===== src/rtl/ps2_host_tx.sv =====
// PS/2 host-to-device byte transmitter: inhibit, request-to-send, 11-bit frame, ACK check.
// Latency ~INHIBIT_CYCLES + 11 keyboard clocks; start ignored while busy, no other backpressure.
module ps2_host_tx #(
  parameter int INHIBIT_CYCLES = 5000,
  parameter int TIMEOUT_CYCLES = 750000
) (
  input  logic       clk,
  input  logic       reset,
  input  logic       start,
  input  logic [7:0] cmd,
  input  logic       ps2_clk_in,
  input  logic       ps2_dat_in,
  output logic       ps2_clk_oe,
  output logic       ps2_dat_oe,
  output logic       busy,
  output logic       done,
  output logic       error
);
  localparam int INH_W = $clog2(INHIBIT_CYCLES + 1);
  localparam int TO_W  = $clog2(TIMEOUT_CYCLES + 1);
  localparam logic [INH_W-1:0] INH_LAST = INH_W'(INHIBIT_CYCLES);
  localparam logic [TO_W-1:0]  TO_LAST  = TO_W'(TIMEOUT_CYCLES);

  typedef enum logic [2:0] {
    IDLE,
    INHIBIT,
    REQUEST,
    SHIFT,
    ACK,
    WAIT_IDLE
  } state_t;

  state_t           state, state_nxt;
  logic             clk_s1, clk_s2, clk_s3;
  logic             dat_s1, dat_s2;
  logic             clk_fall;
  logic             line_idle;
  logic             timeout;
  logic [INH_W-1:0] inh_cnt;
  logic [TO_W-1:0]  to_cnt;
  logic [3:0]       edge_cnt;
  logic [9:0]       frame;
  logic             dat_drv;
  logic             nack;

  // clk_s3 is the previous synchronized clock, used only for edge detection
  always_ff @(posedge clk or negedge reset) begin
    if (!reset) begin
      clk_s1 <= 1'b1;
      clk_s2 <= 1'b1;
      clk_s3 <= 1'b1;
      dat_s1 <= 1'b1;
      dat_s2 <= 1'b1;
    end else begin
      clk_s1 <= ps2_clk_in;
      clk_s2 <= clk_s1;
      clk_s3 <= clk_s2;
      dat_s1 <= ps2_dat_in;
      dat_s2 <= dat_s1;
    end
  end

  assign clk_fall  = clk_s3 & ~clk_s2;
  assign line_idle = clk_s2 & dat_s2;
  assign timeout   = (state inside {REQUEST, SHIFT, ACK, WAIT_IDLE}) && (to_cnt == TO_LAST);

  always_ff @(posedge clk or negedge reset) begin
    if (!reset) state <= IDLE;
    else        state <= state_nxt;
  end

  always_comb begin
    state_nxt = state;
    case (state)
      IDLE:      if (start) state_nxt = INHIBIT;
      INHIBIT:   if (inh_cnt == INH_LAST) state_nxt = REQUEST;
      REQUEST: begin
        if (timeout)       state_nxt = IDLE;
        else if (clk_fall) state_nxt = SHIFT;
      end
      SHIFT: begin
        if (timeout)                            state_nxt = IDLE;
        else if (clk_fall && edge_cnt == 4'd9)  state_nxt = ACK;
      end
      ACK: begin
        if (timeout)       state_nxt = IDLE;
        else if (clk_fall) state_nxt = WAIT_IDLE;
      end
      WAIT_IDLE: begin
        if (timeout || line_idle) state_nxt = IDLE;
      end
      default:   state_nxt = IDLE;
    endcase
  end

  // frame is {stop, parity, data} and shifts out LSB first, one bit per falling edge
  always_ff @(posedge clk or negedge reset) begin
    if (!reset) begin
      inh_cnt  <= '0;
      to_cnt   <= '0;
      edge_cnt <= '0;
      frame    <= '0;
      dat_drv  <= 1'b0;
      nack     <= 1'b0;
      done     <= 1'b0;
      error    <= 1'b0;
    end else begin
      done  <= 1'b0;
      error <= 1'b0;
      case (state)
        IDLE: begin
          if (start) begin
            frame    <= {1'b1, ~^cmd, cmd};
            edge_cnt <= '0;
            inh_cnt  <= '0;
          end
        end
        INHIBIT: begin
          inh_cnt <= inh_cnt + 1'b1;
          to_cnt  <= '0;
        end
        REQUEST, SHIFT: begin
          to_cnt <= to_cnt + 1'b1;
          if (clk_fall && edge_cnt < 4'd10) begin
            dat_drv  <= ~frame[0];
            frame    <= {1'b0, frame[9:1]};
            edge_cnt <= edge_cnt + 1'b1;
          end
        end
        ACK: begin
          to_cnt <= to_cnt + 1'b1;
          if (clk_fall) begin
            nack     <= dat_s2;
            edge_cnt <= 4'd11;
          end
        end
        WAIT_IDLE: to_cnt <= to_cnt + 1'b1;
        default: ;
      endcase
      if (timeout) begin
        error <= 1'b1;
      end else if (state == WAIT_IDLE && line_idle) begin
        done  <= ~nack;
        error <= nack;
      end
    end
  end

  // last INHIBIT cycle overlaps data low with clock low to form the request-to-send
  assign ps2_clk_oe = (state == INHIBIT);
  assign ps2_dat_oe = ((state == INHIBIT) && (inh_cnt == INH_LAST)) ||
                      (state == REQUEST) ||
                      ((state == SHIFT) && dat_drv);
  assign busy       = (state != IDLE);

endmodule

===== config.mk =====
export PLATFORM = sky130hd
export DESIGN_NAME = ps2_host_tx
export DESIGN_NICKNAME = d
export VERILOG_FILES = /design/src/rtl/ps2_host_tx.sv
export SDC_FILE = /design/constraint.sdc
export NUM_CORES = 1
export LEC_CHECK = 0
export BUFFER_PORTS_ARGS = -buffer_cell sky130_fd_sc_hd__buf_2
export CAP_MARGIN = 20
export CORE_UTILIZATION = 49
export CTS_CLUSTER_SIZE = 24
export DETAILED_ROUTE_END_ITERATION = 7
export HOLD_SLACK_MARGIN = 0.12
export PLACE_DENSITY = 0.66
export SETUP_SLACK_MARGIN = 0.3
export SYNTH_ARGS = -nofsm -noshare
export SYNTH_HDL_FRONTEND = slang
export SYNTH_SLANG_ARGS = --single-unit

===== constraint.sdc =====
create_clock -name clk -period 5.6 [get_ports clk]
set_input_delay 0.84 -clock clk [delete_from_list [all_inputs] [get_ports clk]]
set_output_delay 0.84 -clock clk [all_outputs]
set_load 0.05 [all_outputs]

==> flow_metrics.env, run 1 <==
export IMPL_clkSlewWorstSetupHoldPaths_ns=0.06
export IMPL_dr_pass1_iters=5
export IMPL_nets=363
export IMPL_critPathKind="reg2out"
export IMPL_finalHoldViolations=0
export IMPL_period_share=0.533
export IMPL_die_w_um=81.9
export IMPL_netlist_area_um2=3120
export IMPL_critPathCaptureType="output pin"
export IMPL_viasPerCell=5.73
export IMPL_numCtsBuffers=9
export IMPL_drc=0
export IMPL_clockBufferDepth=2
export IMPL_numPortBuffers=17
export IMPL_areaGrowthSynthToFinish_pct=12.1
export IMPL_critPathLaunch="inh_cnt[10]"
export IMPL_diodes=0
export IMPL_drt_total_wl_um=5930
export IMPL_seq_area_um2=1480
export IMPL_synth_edf_count=0
export IMPL_coreArea_um2=6030
export IMPL_cp_required_ns=4.76
export IMPL_antenna_found_initial=0
export IMPL_dp_final_hpwl_um=4040
export IMPL_clk_latency_ns=0.33
export IMPL_setup_slack_ns=2.62
export IMPL_wl_per_cell_um=14.0
export IMPL_hold_ws_ns=0.355
export IMPL_drive_above_1_share=0.149
export IMPL_initial_utilization=0.518
export IMPL_grt_pass1_vias=2132
export IMPL_syn_avg_cell_area_um2=9.64
export IMPL_worst_slew_pin_slew_ns=0.738
export IMPL_cts_root_buf="clkbuf_8"
export IMPL_postCtsResizedCells=0
export IMPL_cts_setup_buffers=0
export IMPL_hp_start="clk_s1"
export IMPL_vias=2423
export IMPL_final_cells=423
export IMPL_grt_util_all_layers=0.193
export IMPL_yosysSeqAreaShare=0.475
export IMPL_relSlewSlack=0.508
export IMPL_hp_class="reg2reg"
export IMPL_synthCells=324
export IMPL_critPathLaunchType="flop"
export IMPL_yosysWarningCount=0
export IMPL_std_cell_rows=28
export IMPL_place_gp_congestion=0.833
export IMPL_setup_tns_ns=0
export IMPL_ant_nets=0
export IMPL_synth_ff_type="dfrtp_1"
export IMPL_status="completed"
export IMPL_synth_nets=344
export IMPL_grt_ovfl_total=0
export IMPL_drv_cap=0
export IMPL_grt_max_degree=60
export IMPL_first_iter_violations=155
export IMPL_setup_viol=0
export IMPL_synth_seq_cells=59
export IMPL_dp_slack_ns=2.97
export IMPL_grt_first_pass_wirelength_um=9650
export IMPL_p_total_mw=1.18
export IMPL_fin_skew_ns=0.00639
export IMPL_synth_distinct_cells=51
export IMPL_n_fill_cell=521
export IMPL_vdd_drop_max_mv=0.203
export IMPL_worstReg2RegStart="state[2]"
export IMPL_ios=18
export IMPL_die_y_um=81.9
export IMPL_cts_tree="yes"
export IMPL_htree_levels=3
export IMPL_cts_sinks=59
export IMPL_multi_input_area_um2=1540
export IMPL_cp_max_fo=5
export IMPL_synth_async_reset_ratio=1.00
export IMPL_slew_viol_final=0
export IMPL_rsz0062_at_grt="no"
export IMPL_fmax_mhz=335
export IMPL_place_inst=407
export IMPL_p_leak_nw=1.47
export IMPL_worstPathArrival_ns=2.14
export IMPL_p_per_area_nw_per_um2=335
export IMPL_die_area_um2=6700
export IMPL_period_needed_ns=2.98
export IMPL_cts_hold_buffers_added=0
state kept, by name (all words and copies together) (netlist names):
signal / count
to_cnt: 20
inh_cnt: 13
frame: 10
edge_cnt: 4
state: 3
clk_s1: 1
clk_s2: 1
clk_s3: 1
dat_drv: 1
dat_s1: 1
dat_s2: 1
done: 1
error: 1
nack: 1
cells in the mapped netlist (5+ instances only):
cell | instances | area share
nand2_1 | 34 | 0.041
xor2_1 | 5 | 0.014
xnor2_1 | 12 | 0.034
clkbuf_1 | 5 | 0.0060
nand3_1 | 28 | 0.045
ha_1 | 7 | 0.028
nor3_1 | 8 | 0.013
mux2i_1 | 19 | 0.061
nor2_1 | 24 | 0.029
o21ai_0 | 29 | 0.046
dfrtp_1 | 54 | 0.43
dfstp_2 | 5 | 0.042
a21oi_1 | 22 | 0.035
inv_1 | 13 | 0.016
final timing paths:
| path | to | slack, ns | cells after the start |
|---|---|---|---|
| setup / recovery | ps2_dat_oe | 2.62 | 5 |
| hold / removal | clk_s2 | 0.36 | 0 |
| setup reg to reg | state[0] | 3.02 | 7 |
| hold reg to reg | clk_s2 | 0.36 | 0 |
| max in group asynchronous | to_cnt[5] | 4.46 | 2 |
| min in group asynchronous | to_cnt[1] | 0.66 | 2 |
cells in the final DEF, fill, tap and decap left out, types with 4 or more instances in the layout:
master / instances
dfrtp_1: 54
nand2_1: 34
o21ai_0: 29
nand3_1: 28
nor2_1: 24
a21oi_1: 22
mux2i_1: 19
buf_2: 17
inv_1: 13
xnor2_1: 12
clkbuf_8: 10
nor3_1: 8
ha_1: 7
xor2_1: 5
dfstp_2: 5
and3_1: 4
nand4_1: 4
nand2b_1: 4
o31ai_1: 4
o211ai_1: 4
per-stage QoR:
step            util  instance area (um2)
2_1_floorplan      -                 3120
3_3_place_gp   0.541                 3260
3_5_place_dp   0.541                 3260
4_1_cts        0.581                 3500
5_1_grt        0.581                 3500
6_report       0.581                 3500
worst max-delay path, cell delays in order, from the launching register on:
cell     delay, ns
dfrtp_1       0.41
nor4_1        0.28
nand3_1       0.15
or4_1         0.51
a21oi_1       0.18
buf_2         0.29
power by group:
group / leakage (nW) / switching, mW / total (mW) / internal, mW
registers: 0.755 / 0.0566 / 0.544 / 0.487
clock network: 0.123 / 0.167 / 0.473 / 0.307
logic: 0.595 / 0.0931 / 0.158 / 0.0653
layer usage:
metal / vias to the layer above / wire (um) / track usage
met5: - / 0 / 0
met4: 0 / 79 / 0.0789
met3: 6 / 218 / 0.0467
met2: 50 / 2820 / 0.303
met1: 1172 / 2820 / 0.254
li1: 1195 / - / -
final cells by class:
cell class,instances,area share
clock buffer,11,0.0404
clock inverter,5,0.0286
inverter,13,0.0139
multi-input combinational,242,0.441
sequential,59,0.423
tap,75,0.0268
timing repair buffer,18,0.0264
kinds of logic after synthesis:
kind of cell / synth area share
DFF: 0.475
muxes: 0.0681
AOI/OAI and AO/OA: 0.139
and+or+nand+nor: 0.211
xor gates and xnor gates: 0.0477
adders and majority gates: 0.0280
buffers and inverters: 0.0312
(Power assumes the default switching activity.)
==> run 2: changes to the inputs <==
==> constraint.sdc (replaced) <==
create_clock -name clk -period 2.9 [get_ports clk]
set_input_delay 0.435 -clock clk [delete_from_list [all_inputs] [get_ports clk]]
set_output_delay 0.435 -clock clk [all_outputs]
set_load 0.05 [all_outputs]
==> run 2 against run 1 <==
Combinational power grew 93%. Utilization shrank 0.44 points. Clock skew grew 0.0038 ns. Global-route usage grew 1.4 points. Critical path depth is the same. Sequential cell count is the same. Count of clock-buffer cells in the layout grew 3. Worst hold slack lost 0.16 ns.
==> flow_metrics.env, run 2 (synthesis results as in run 1) <==
export IMPL_pwr_share_seq=0.517
export IMPL_critPathLaunch="inh_cnt[10]"
export IMPL_drt_total_wl_um=6050
export IMPL_coreArea_um2=6030
export IMPL_viasPerCell=5.64
export IMPL_cts_tree="yes"
export IMPL_die_area_um2=6700
export IMPL_numPortBuffers=17
export IMPL_utilization=0.577
export IMPL_reg_top3="to_cnt: 20 flops, inh_cnt: 13 flops, frame: 10 flops"
export IMPL_period_share=0.864
export IMPL_grt_first_pass_wirelength_um=10300
export IMPL_finalHoldViolations=0
export IMPL_wl_per_cell_um=14.2
export IMPL_diodes=0
export IMPL_critPathLaunchType="flop"
export IMPL_areaGrowthSynthToFinish_pct=11.3
export IMPL_nets=365
export IMPL_worstReg2RegStart="state[2]"
export IMPL_r2r_setup_slack_ns=0.55
export IMPL_critPathKind="reg2out"
export IMPL_clk_latency_ns=0.34
export IMPL_cts_sinks=59
export IMPL_placed_cell_area_um2=3280
export IMPL_relSlewSlack=0.495
export IMPL_drc=0
export IMPL_initial_utilization=0.518
export IMPL_hp_class="in2reg"
export IMPL_finish_instance_area_um2=3480
export IMPL_cts_root_buf="clkbuf_8"
export IMPL_r2r_end="state[0]"
export IMPL_cp_required_ns=2.47
export IMPL_fmax_mhz=399
export IMPL_place_gp_congestion=0.850
export IMPL_numCtsBuffers=9
export IMPL_slew_viol_final=0
export IMPL_grt_util_all_layers=0.207
export IMPL_dp_slack_ns=0.580
export IMPL_clockBufferDepth=2
export IMPL_p_sw_mw=0.595
export IMPL_ant_nets=0
export IMPL_first_iter_violations=163
export IMPL_fin_skew_ns=0.0102
export IMPL_grt_pass1_vias=2210
export IMPL_critPathCaptureType="output pin"
export IMPL_die_w_um=81.9
export IMPL_die_y_um=81.9
export IMPL_dp_final_hpwl_um=4070
export IMPL_setup_tns_ns=0
export IMPL_netSwitchingFraction=0.292
export IMPL_worst_slew_pin_slew_ns=0.757
export IMPL_top_register="to_cnt"
export IMPL_hold_ws_ns=0.198
export IMPL_r2r_cells=7
export IMPL_critPathCapture="ps2_dat_oe"
export IMPL_worstPathArrival_ns=2.07
export IMPL_clkSlewWorstSetupHoldPaths_ns=0.06
export IMPL_final_cells=425
export IMPL_antenna_found_initial=0
export IMPL_internal_power_mw=1.44
export IMPL_p_clk_frac=0.334
export IMPL_ios=18
export IMPL_p_per_area_nw_per_um2=587
export IMPL_p_leak_nw=1.46
export IMPL_cp_max_fo=5
export IMPL_period_needed_ns=2.51
export IMPL_vdd_drop_max_mv=0.359
export IMPL_largest_reg_flops=20
export IMPL_status="completed"
export IMPL_pwr_share_comb=0.150
export IMPL_layout_commonest_cell="dfrtp_1"
export IMPL_place_inst=409
export IMPL_mostFrequentLayoutCells="54 x dfrtp_1, 34 x nand2_1, 29 x o21ai_0"
export IMPL_std_cell_rows=28
export IMPL_grt_max_degree=60
export IMPL_setup_viol=0
export IMPL_dr_pass1_iters=4
export IMPL_rsz0062_at_grt="no"
export IMPL_vias=2395
export IMPL_drv_cap=0
export IMPL_p_total_mw=2.04
export IMPL_htree_levels=3
export IMPL_setup_slack_ns=0.393
export IMPL_grt_ovfl_total=0
export IMPL_drive_above_1_share=0.160
-- run 2: cell types whose count changed in the layout (fill, tap and decap cells not counted), sizes merged --
cell	before	now
bufinv	3	0
inv	13	12
buf	18	20
clkinvlp	0	1
clkbuf	11	14
-- run 2: timing repair --
item,in CTS,in global routing
hold buffers,0,0
endpoints found under the setup margin,1,2
hold endpoints to repair,0,0
resized for setup,1,4
setup buffers,0,0
-- run 2: layer usage --
metal / global-route usage / vias up / routed length, um
met4: 0.0842 / 0 / 65
met5: 0 / - / 0
met3: 0.0533 / 6 / 233
met1: 0.280 / 1146 / 2990
met2: 0.314 / 45 / 2760
li1: - / 1198 / -
-- run 2: area by class of cell --
cell class,count,area [um2]
Clock buffer,14,173
Clock inverter,2,10.0
Fill cell,547,2550
Inverter,13,52.6
Multi-Input combinational cell,242,1550
Sequential cell,59,1480
Tap cell,75,93.8
Timing Repair Buffer,20,114
-- run 2: power groups by stage --
stage	registers (mW)	logic, mW	clock network [mW]
3_5_place_dp	1.07	0.307	0
6_report	1.05	0.305	0.681
5_1_grt	1.07	0.356	0.747
2_1_floorplan	1.04	0.235	0
4_1_cts	1.05	0.309	0.710
3_3_place_gp	1.06	0.299	0
-- run 2: worst min-delay path by stage --
stage / to / cells past startpoint / from / slack (ns)
final: dat_s1 / 1 / ps2_dat_in / 0.20
after global routing: dat_s1 / 1 / ps2_dat_in / 0.17
after CTS: dat_s1 / 1 / ps2_dat_in / 0.17
after detailed placement: dat_s2 / 0 / dat_s1 / 0.35
after global placement: clk_s2 / 0 / clk_s1 / 0.35
after floorplan: dat_drv / 0 / reset / 0.14
-- run 2: critical path: stages (launching register included) --
cell and delay [ns]:
dfrtp_1 0.41, nor4_1 0.30, nand3_1 0.15, or4_4 0.52, a21oi_2 0.19, buf_6 0.18
==> run 3: changes to the inputs <==
--- a/config.mk
+++ b/config.mk
@@ -8,8 +8,10 @@
 export BUFFER_PORTS_ARGS = -buffer_cell sky130_fd_sc_hd__buf_2
 export CAP_MARGIN = 20
 export CORE_UTILIZATION = 49
+export CTS_CLUSTER_DIAMETER = 150
 export CTS_CLUSTER_SIZE = 24
 export DETAILED_ROUTE_END_ITERATION = 7
+export GPL_TIMING_DRIVEN = 0
 export HOLD_SLACK_MARGIN = 0.12
 export PLACE_DENSITY = 0.66
 export SETUP_SLACK_MARGIN = 0.3
==> run 3 against run 2 <==
Worst setup slack better by 0.0024 ns. Combinational power about the same. Total power up 7.7%. Worst hold slack worse by 0.094 ns. Cell count up 1.9%. Routed wire length down 0.31%. Count of clock-buffer cells in the layout down 2. Critical path depth unchanged. Sequential power about the same. Via count up 0.33%. Non-clock buffer count up 8. Clock power up 24%. Largest cell class unchanged.
==> flow_metrics.env, run 3 (synthesis results as in run 1) <==
export IMPL_drv_cap=0
export IMPL_ios=18
export IMPL_critPathCapture="ps2_dat_oe"
export IMPL_place_gp_congestion=0.830
export IMPL_relSlewSlack=0.600
export IMPL_grt_util_all_layers=0.206
export IMPL_first_iter_violations=130
export IMPL_reg_top3="to_cnt: 20 flops, inh_cnt: 13 flops, frame: 10 flops"
export IMPL_coreArea_um2=6030
export IMPL_hp_class="in2async"
export IMPL_initial_utilization=0.518
export IMPL_numPortBuffers=17
export IMPL_areaGrowthSynthToFinish_pct=13.9
export IMPL_vias=2403
export IMPL_layout_commonest_cell="dfrtp_1"
export IMPL_cp_required_ns=2.47
export IMPL_cts_root_buf="clkbuf_8"
export IMPL_numCtsBuffers=9
export IMPL_fin_skew_ns=0.00637
export IMPL_slowest_stage="or4_1"
export IMPL_die_y_um=81.9
export IMPL_worst_slew_pin_slew_ns=0.600
export IMPL_clk_latency_ns=0.32
export IMPL_critPathCaptureType="output pin"
export IMPL_cts_sinks=59
export IMPL_placed_cell_area_um2=3320
export IMPL_p_total_mw=2.20
export IMPL_die_area_um2=6700
export IMPL_cts_tree="yes"
export IMPL_cts_setup_buffers=0
export IMPL_dr_pass1_iters=4
export IMPL_r2r_setup_slack_ns=0.54
export IMPL_cp_max_fo=5
export IMPL_diodes=0
export IMPL_grt_max_degree=36
export IMPL_critPathLaunchType="flop"
export IMPL_drt_total_wl_um=6030
export IMPL_grt_pass1_vias=2228
export IMPL_wl_per_cell_um=13.9
export IMPL_std_cell_rows=28
export IMPL_period_share=0.863
export IMPL_htree_levels=3
export IMPL_cp_cell_sequence="nor4_1 -> nand3_1 -> or4_1 -> a21oi_2 -> buf_4"
export IMPL_largest_reg_flops=20
export IMPL_p_leak_nw=1.49
export IMPL_mostFrequentLayoutCells="53 x dfrtp_1, 34 x nand2_1, 29 x o21ai_0"
export IMPL_nets=373
export IMPL_r2r_cells=9
export IMPL_drc=0
export IMPL_vdd_drop_max_mv=0.501
export IMPL_clockBufferDepth=2
export IMPL_ant_nets=0
export IMPL_antenna_found_initial=0
export IMPL_clkSlewWorstSetupHoldPaths_ns=0.07
export IMPL_grt_first_pass_wirelength_um=10300
export IMPL_finalHoldViolations=0
export IMPL_viasPerCell=5.55
export IMPL_status="completed"
export IMPL_cts_hold_buffers_added=0
export IMPL_finish_instance_area_um2=3560
export IMPL_critPathLaunch="inh_cnt[10]"
export IMPL_top_register="to_cnt"
export IMPL_setup_viol=0
export IMPL_slowest_delay_ns=0.53
export IMPL_worstPathArrival_ns=2.07
export IMPL_die_w_um=81.9
export IMPL_dp_final_hpwl_um=4270
export IMPL_setup_tns_ns=0
export IMPL_fmax_mhz=399
export IMPL_critPathKind="reg2out"
export IMPL_hold_ws_ns=0.104
export IMPL_rsz0062_at_grt="no"
export IMPL_grt_ovfl_total=0
export IMPL_worstReg2RegStart="state[2]"
export IMPL_drive_above_1_share=0.162
export IMPL_period_needed_ns=2.50
export IMPL_r2r_end="state[0]"
export IMPL_p_per_area_nw_per_um2=618
export IMPL_slew_viol_final=0
[run 3: area by class of cell]
class / instances / area [um2]
buffer: 10 / 48.8
clock buffer: 12 / 155
clock inverter: 4 / 72.6
fill: 540 / 2470
inverter: 13 / 48.8
multi-input combinational: 242 / 1550
sequential: 59 / 1480
tap: 75 / 93.8
timing repair buffer: 18 / 108
[run 3: metrics by stage]
step,setup WS [ns],utilization,std cells
after floorplan,0.418,-,324
after global placement,0.474,0.548,416
after detailed placement,0.452,0.551,417
after CTS,0.350,0.590,433
after global routing,0.321,0.591,433
final,0.396,0.591,433
[run 3: power breakdown]
| part | internal [mW] | total [mW] | switching [mW] |
|---|---|---|---|
| sequential | 0.942 | 1.05 | 0.108 |
| combinational | 0.130 | 0.306 | 0.176 |
| clock | 0.530 | 0.842 | 0.312 |
[run 3: worst max-delay path: cells and delay by family (launching register included)]
kind / cells / cell delay [ns]
compound gates: 1 / 0.17
buf+inv: 1 / 0.21
simple gates: 3 / 0.96
flops: 1 / 0.41
[run 3: how the worst min path moves through the flow]
stage	to	depth (start not counted)
global placement	clk_s2	0
global route	to_cnt[8]	1
detailed placement	clk_s2	0
floorplan	dat_drv	0
finish	to_cnt[8]	1
CTS	to_cnt[8]	1
[run 3: repair_timing]
action                                  CTS  global route
pin swaps                                 0             1
endpoints found under the setup margin    1             2
endpoints found under the hold margin     0             0
gates resized for setup                   1             2
[run 3: per-layer routing]
layer | track usage | share of wire | vias up
li1 | - | - | 1211
met3 | 0.0433 | 0.034 | 6
met5 | 0 | 0 | -
met1 | 0.281 | 0.50 | 1150
met4 | 0.0982 | 0.011 | 0
met2 | 0.311 | 0.46 | 36
